### src/rtl/load_store_unit.sv
// Memory execution stage: one load/store at a time, word memory with single-cycle
// sub-word read-modify-write, result broadcast on the CDB. Optional: LSU_MISALIGN_TRAP_EN.
module load_store_unit #(
  parameter int unsigned MEM_SIZE = 1024,
  parameter int unsigned TAG_W    = 4
) (
  input  logic                        clk,
  input  logic                        rst,
  input  logic                        flush,
  input  logic                        iss_valid,
  output logic                        iss_ready,
  input  logic                        iss_store,
  input  logic [2:0]                  iss_funct3,
  input  logic [31:0]                 iss_base,
  input  logic [31:0]                 iss_imm,
  input  logic [31:0]                 iss_data,
  input  logic [TAG_W-1:0]            iss_tag,
  output logic [$clog2(MEM_SIZE)-1:0] mem_add,
  output logic                        mem_we,
  output logic [31:0]                 mem_dw,
  input  logic [31:0]                 mem_dr,
  output logic                        cdb_valid,
  input  logic                        cdb_ready,
  output logic [TAG_W-1:0]            cdb_tag,
  output logic [31:0]                 cdb_data,
  output logic                        cdb_exc
);

  localparam int unsigned ADDR_W = $clog2(MEM_SIZE);

  typedef enum logic [1:0] {S_IDLE, S_EXEC, S_RESP} state_t;

  state_t            r_state;
  state_t            w_next;
  logic              r_store;
  logic [2:0]        r_funct3;
  logic [31:0]       r_data;
  logic [TAG_W-1:0]  r_tag;
  logic [ADDR_W-1:0] r_ea;
  logic [31:0]       r_mem_dw;
  logic [31:0]       r_cdb_data;
  logic              r_cdb_exc;

  logic [31:0]       w_ea;
  logic              w_unused_ea;
  logic              w_accept;
  logic              w_we;
  logic              w_mis;
  logic [31:0]       w_rd_b;
  logic [31:0]       w_rd_h;
  logic [31:0]       w_ld;
  logic [31:0]       w_dw;
  logic [31:0]       w_mask;

  assign w_ea        = iss_base + iss_imm;
  assign w_unused_ea = ^w_ea[31:ADDR_W];
  assign iss_ready   = (r_state == S_IDLE) && !flush;
  assign w_accept    = iss_valid && iss_ready;

`ifdef LSU_MISALIGN_TRAP_EN
  assign w_mis = ((r_funct3[1:0] == 2'b01) && r_ea[0]) || (r_funct3[1] && (r_ea[1:0] != 2'b00));
`else
  assign w_mis = 1'b0;
`endif

  // Lane extraction for loads; halves use ea[1] only, so misaligned halves align down.
  assign w_rd_b = mem_dr >> {r_ea[1:0], 3'b000};
  assign w_rd_h = mem_dr >> {r_ea[1], 4'b0000};

  always_comb begin
    w_ld = mem_dr;
    case (r_funct3)
      3'b000:  w_ld = {{24{w_rd_b[7]}}, w_rd_b[7:0]};
      3'b001:  w_ld = {{16{w_rd_h[15]}}, w_rd_h[15:0]};
      3'b100:  w_ld = {24'h000000, w_rd_b[7:0]};
      3'b101:  w_ld = {16'h0000, w_rd_h[15:0]};
      default: w_ld = mem_dr;
    endcase
  end

  // Store word: sub-word stores merge the addressed lane into the current memory word.
  always_comb begin
    w_mask = 32'hFFFF_FFFF;
    w_dw   = r_data;
    case (r_funct3[1:0])
      2'b00: begin
        w_mask = 32'h0000_00FF << {r_ea[1:0], 3'b000};
        w_dw   = (mem_dr & ~w_mask) | ({4{r_data[7:0]}} & w_mask);
      end
      2'b01: begin
        w_mask = 32'h0000_FFFF << {r_ea[1], 4'b0000};
        w_dw   = (mem_dr & ~w_mask) | ({2{r_data[15:0]}} & w_mask);
      end
      default: begin
        w_mask = 32'hFFFF_FFFF;
        w_dw   = r_data;
      end
    endcase
  end

  always_comb begin
    w_next = r_state;
    w_we   = 1'b0;
    case (r_state)
      S_IDLE: if (w_accept) w_next = S_EXEC;
      S_EXEC: begin
        if (flush) begin
          w_next = S_IDLE;
        end else begin
          w_we   = r_store && !w_mis;
          w_next = S_RESP;
        end
      end
      S_RESP: if (cdb_ready || flush) w_next = S_IDLE;
      default: w_next = S_IDLE;
    endcase
  end

  always_ff @(posedge clk or posedge rst) begin
    if (rst) r_state <= S_IDLE;
    else     r_state <= w_next;
  end

  always_ff @(posedge clk or posedge rst) begin
    if (rst) begin
      r_store    <= 1'b0;
      r_funct3   <= 3'b000;
      r_data     <= 32'h0;
      r_tag      <= '0;
      r_ea       <= '0;
      r_mem_dw   <= 32'h0;
      r_cdb_data <= 32'h0;
      r_cdb_exc  <= 1'b0;
    end else begin
      if (w_accept) begin
        r_store  <= iss_store;
        r_funct3 <= iss_funct3;
        r_data   <= iss_data;
        r_tag    <= iss_tag;
        r_ea     <= w_ea[ADDR_W-1:0];
      end
      if ((r_state == S_EXEC) && !flush) begin
        r_cdb_data <= (r_store || w_mis) ? 32'h0 : w_ld;
        r_cdb_exc  <= w_mis;
        if (w_we) r_mem_dw <= w_dw;
      end
    end
  end

  assign mem_add   = r_ea;
  assign mem_we    = w_we;
  assign mem_dw    = w_we ? w_dw : r_mem_dw;
  assign cdb_valid = (r_state == S_RESP);
  assign cdb_tag   = r_tag;
  assign cdb_data  = r_cdb_data;
  assign cdb_exc   = r_cdb_exc;

endmodule

### config.mk
export PLATFORM = sky130hd
export DESIGN_NAME = load_store_unit
export DESIGN_NICKNAME = d
export VERILOG_FILES = /design/src/rtl/load_store_unit.sv
export SDC_FILE = /design/constraint.sdc
export NUM_CORES = 1
export LEC_CHECK = 0
export BUFFER_PORTS_ARGS = -buffer_cell sky130_fd_sc_hd__clkbuf_2
export CORE_UTILIZATION = 24
export DETAILED_ROUTE_END_ITERATION = 8
export RECOVER_POWER = 100
export SLEW_MARGIN = 10
export SYNTH_ARGS = -nofsm -noshare
export SYNTH_HDL_FRONTEND = slang
export SYNTH_SLANG_ARGS = --single-unit
### constraint.sdc
create_clock -name clk -period 5.75 [get_ports clk]
set_input_delay 0.2875 -clock clk [delete_from_list [all_inputs] [get_ports clk]]
set_output_delay 0.2875 -clock clk [all_outputs]
set_load 0.005 [all_outputs]
# Word level (Yosys, flattened, before mapping)
# Index checks and enable logic that the tools add are counted.
# op_classes
add_sub_neg,1
eq_ne,8
shift,4
muxes,10
bitwise_logic,8
reduce_logical,9
# op_table
operator,n
32-bit AND,4
32-bit case mux with 4 select lines,1
32-bit 2-to-1 mux,2
32-bit inverter,2
32-bit OR,2
32-bit case mux with 2 select lines,1
"16-bit by 5-bit << shifter with 32-bit output, first input constant",1
"8-bit by 5-bit << shifter with 32-bit output, first input constant",1
32-bit by 5-bit right shift with 16-bit output,1
32-bit by 5-bit right shift with 8-bit output,1
10-bit adder,1
"3-bit == test, second input constant",2
2-bit 2-to-1 mux,3
2-bit case mux with 3 select lines,1
"2-bit by 1-bit == test with 1-bit output, second input constant",2
2-bit zero test,2
"3-bit by 1-bit == test with 1-bit output, second input constant",1
1-bit logical AND,3
3-bit zero test,1
"2-bit == test, second input constant",1
1-bit 2-to-1 mux,2
"2-bit by 1-bit != test with 1-bit output, second input constant",1
"2-bit != test, second input constant",1
2-bit AND reduction,1
2 further kinds,2
# totals
reg_bits,116
inputBits,141
output_inout_bits,82
elab_cells,48

# Depth between registers and ports, before layout
# depth
word_depth,6
depth_mapped,8
depth_no_buf,8

# Worst setup path before layout
# OpenSTA, ideal clock, no wires.
# synth_timing
path_type,register to output
from,reg r_state[1]
to,out mem_dw[16]
arrival_time_ps,1535
required_ps,5463
path_slack_ps,3928
path_stages_with_launch,8
n_path_buf,2
path_cell_list,dfrtp_1 > nor2_2 > and2_4 > nand2_1 > buf_4 > inv_2 > buf_4 > mux2_2
# synth_between
elab_chain_cells,3
# synth_lines
element,line,rtl
"start, declared",33,state_t r_state;
"start signal, assigned",121,else r_state <= w_next;
2-bit by 1-bit == test with 1-bit output,104,case (r_state)
1-bit 2-to-1 mux,104,
named net mem_we,19,"output logic mem_we,"
32-bit 2-to-1 mux,-,
"end, declared",20,"output logic [31:0] mem_dw,"
# The timed path passes the listed nets, and every way through them passes these cells.

# Worst setup path after layout
# layout_timing
from,"reg r_ea[1], in the netlist mem_add[1]"
to,out mem_dw[2]
# layout_between
elab_chain_cells,6
elab_cells_between_ends,12
cone_classes,shift: 2; mux: 2; bitwise: 8
# layout_lines
element,line,rtl
"start, declared",39,logic [ADDR_W-1:0] r_ea;
"start signal, assigned",140,r_ea <= w_ea[ADDR_W-1:0];
16-bit by 5-bit << shifter with 32-bit output / 8-bit by 5-bit << shifter with 32-bit output (equally long branches),"91, 87",
32-bit inverter (on tied branches),"92, 88",
32-bit AND (on tied branches),"92, 88",
32-bit OR (on tied branches),"92, 88",
32-bit case mux with 2 select lines (*),85,case (r_funct3[1:0])
32-bit 2-to-1 mux (*),-,
# Every way passes the cells marked *; elsewhere a longest branch is shown, timed or not.

==> impl_metrics.py <==
metrics = {
    "outcome": {
        "status": "complete, but fails checks",
        "violations": "max-capacitance violations, max-slew violations",
    },
    "clocking": {
        "cts_buffer_depth": 2,
        "clk_pin_slew_ns": 0.06,
        "cts_num_sinks": 116,
        "cts_tree": "done",
        "clkLatencyLatePin_ns": 0.42,
        "cts_buffers": 17,
        "cts_root_buf": "clkbuf_16",
        "holdBufCountCts": 0,
        "ctsResizeCount": 0,
        "postCtsSetupBuffers": 0,
        "htree_levels": 4,
    },
    "power": {
        "ir_worst_vdd_uv": 160.6,
        "p_int_mw": 2.047,
        "clockPowerShare_pct": 29.9,
        "pwr-share-seq_pct": 39.0,
        "leakagePower_nw": 3.699,
        "power_switching_mw": 1.083,
        "p_comb_share_pct": 31.1,
        "fin_total_pwr_mw": 3.130,
        "power_switching_share_pct": 34.59,
        "p_per_area_nw_per_um2": 408.2,
    },
    "sta": {
        "period_share_pct": 71.03,
        "setup_tns_ns": 0,
        "worst_pin_slew_ns": 3.018,
        "hold_violations": 0,
        "rsz0062_at_grt": "no",
        "finalSetupViolCount": 0,
        "fmax_ghz": 0.2448,
        "relSlewSlack_pct": -102.3,
        "post-route-min-period_ns": 4.084,
        "fin_skew_ns": 0.01809,
        "slew_violations": 161,
    },
    "placed_design": {
        "io_buffers": 177,
        "dp_hpwl_um": 14900,
        "gp_congestion": 0.8036,
    },
    "critical_path": {
        "startpoint_type": "flop",
        "cp-end-kind": "primary output",
        "reg2reg_slack_ns": 2.30,
        "crit_family": "buffers and inverters",
        "crit_slowest_cell": "clkbuf_1",
        "path_class": "reg2out",
        "r2r_cells": 5,
        "critPathRequiredTime_ns": 5.46,
        "crit_fanout": 36,
        "worstPathCellList": "clkbuf_1 -> nor2_1 -> nor2_1 -> mux2i_1 -> o21ai_0 -> clkbuf_2",
        "crit_top_cell": "nor2_1",
        "rr_endpoint": "cdb_data[31]$_DFFE_PP0P_",
        "startpoint": "mem_add[1]$_DFFE_PP0P_",
        "reg2reg_from": "mem_add[1]$_DFFE_PP0P_",
        "crit_arrival_ns": 3.80,
        "worst-path-buf-inv": 2,
        "critical_path.max_stage_delay_ns": 1.15,
    },
    "min_path": {
        "hp-start": "iss_tag[1]",
        "hold_path.class": "in2reg",
        "hold_depth": 3,
        "holdPathEnd": "cdb_tag[1]$_DFFE_PP0P_",
    },
    "logic_synthesis": {
        "synth_seq_cells": 116,
        "netlist_instances": 662,
        "yosysUniqueCellTypes": 54,
        "synth_edf_count": 0,
        "synth_area_leaders": "dfrtp_1 47%, nand2_1 12%, o21ai_0 4.3%, mux2_2 3.7%, mux2i_1 3.4%",
        "netlist_area_um2": 6152,
        "yosysTopAreaCellShare_pct": 47.18,
        "synthesis.nets": 813,
        "syn_avg_cell_area_um2": 9.293,
        "yosysMostFrequentCell": "nand2_1",
        "synth_seq_area_share_pct": 47.18,
        "yosysWarnings": 0,
        "async_flop_share_pct": 100.0,
        "yosys-top-cells-count": "193 x nand2_1, 116 x dfrtp_1, 53 x o21ai_0",
        "synth_flop_cell": "dfrtp_1",
        "synth_largest_area_cell": "dfrtp_1",
    },
    "drt": {
        "routed_via_density": 4.725,
        "wl_per_cell_um": 17.57,
        "firstDrtPassIters": 5,
        "wirelength_um": 20380,
        "drc": 0,
        "vias": 5481,
        "drtIter0Drc": 392,
        "ant_nets": 0,
    },
    "grt": {
        "grt.met2_usage_pct": 24.56,
        "grt_use_met1_pct": 21.23,
        "use_met3_pct": 3.447,
        "busiest_layer": "met2",
        "grt_pass1_vias": 5197,
        "grt_start_max_net_pins": 65,
        "antenna_found_initial": 1,
        "grt_pass1_wl_um": 30470,
        "grt-ovfl-total": 0,
        "grt_use_total_pct": 15.71,
    },
    "floorplanning": {
        "die_w_um": 162.1,
        "initial_core_util_pct": 24.43,
        "core_um2": 25180,
        "rows": 58,
        "ioPinCount": 223,
        "die_h_um": 162.1,
        "dieArea_um2": 26280,
    },
    "final_layout": {
        "drive_gt1_share_pct": 23.86,
        "layout.nets": 968,
        "area_growth_syn_to_layout_pct": 24.63,
        "fillers": 2680,
        "n_antenna_cell": 0,
    },
    "run": {
        "maxCapViolations": 4,
    },
}
==> sequential cells by signal (all words and copies together), names as in the netlist <==
| name | count |
|---|---|
| r_data | 32 |
| r_funct3 | 3 |
| cdb_data | 32 |
| r_mem_dw | 32 |
| mem_add | 10 |
| cdb_tag | 4 |
| r_state | 2 |
| r_store | 1 |
==> area by class of cell <==
class	instances	area (um^2)	area share, %
clock buffer	21	450.4	5.875
clock inverter	11	62.56	0.8159
inverter	9	35.03	0.4569
multi-input combinational	491	2947	38.43
sequential	116	2903	37.86
tap	330	412.9	5.385
timing repair buffer	182	857.1	11.18
==> metrics by stage <==
stage	utilization (%)	setup WS, ns	instance area, um^2	hold slack (ns)	cells
6_report	30.45	1.666	7667	0.05484	1160
4_1_cts	30.86	2.395	7770	0.03850	1160
2_1_floorplan	-	2.390	6152	0.3539	662
3_3_place_gp	28.82	2.879	7257	0.4518	1128
3_5_place_dp	28.82	2.834	7257	0.4596	1128
5_1_grt	30.45	1.326	7667	0.05336	1160
==> worst max-delay path by stage <==
stage | endpoint | slack (ns) | cells after the start
floorplan | cdb_data[0]$_DFFE_PP0P_ | 2.39 | 1
global placement | mem_dw[1] | 2.88 | 6
detailed placement | mem_dw[20] | 2.83 | 6
CTS | mem_dw[20] | 2.39 | 6
global route | mem_dw[1] | 1.33 | 6
finish | mem_dw[2] | 1.67 | 6
==> kinds of logic (layout without fill, tap and decap cells) <==
group	count (synthesis)	after routing	synth area share (%)
buffers and inverters	55	223	4.434
DFF	116	116	47.18
AOI/OAI and AO/OA	174	174	19.71
muxes	43	43	7.810
and+or+nand+nor	257	257	17.80
other	1	1	0.06095
adders and majority gates	10	10	2.156
xor gates and xnor gates	6	6	0.8543
==> cells in the final DEF (no fill, tap or decap), types with 5 or more instances in the layout <==
cell type / Yosys / final
a21oi_1: 19 / 21
a221o_1: 10 / 10
a221o_2: 6 / 6
a221oi_1: 8 / 8
a22o_1: 15 / 15
a31oi_1: 6 / 6
clkbuf_1: 20 / 52
clkbuf_16: 0 / 17
clkbuf_2: 0 / 130
clkinv_2: 0 / 8
dfrtp_1: 116 / 116
ha_1: 9 / 9
inv_1: 7 / 7
mux2_2: 20 / 18
mux2i_1: 21 / 21
nand2_1: 193 / 193
nor2_1: 19 / 20
nor2b_1: 18 / 18
nor3_1: 7 / 8
o21ai_0: 53 / 54
o22a_1: 8 / 8
o22ai_1: 15 / 15
o31ai_1: 17 / 17
o41ai_1: 4 / 5
==> power by group through the flow <==
stage                     combinational (mW)  clock [mW]  sequential (mW)
after floorplan                        0.631           0             1.18
after global placement                  1.01           0             1.23
after detailed placement                1.02           0             1.23
after global routing                    1.09        1.00             1.25
after CTS                               1.03       0.969             1.22
final                                  0.972       0.937             1.22
==> layer usage <==
metal	wire, um	vias up	part of all wire (%)
met2	9310	199	46
li1	-	2672	-
met3	1356	15	6.7
met5	0	-	0
met4	276	0	1.4
met1	9432	2595	46
==> worst min-delay path, stage by stage <==
cell and delay (ns):
clkbuf_2 0.07, nand2_1 0.04, nand2_1 0.04
Note: power is estimated with default switching activity, not from simulation.
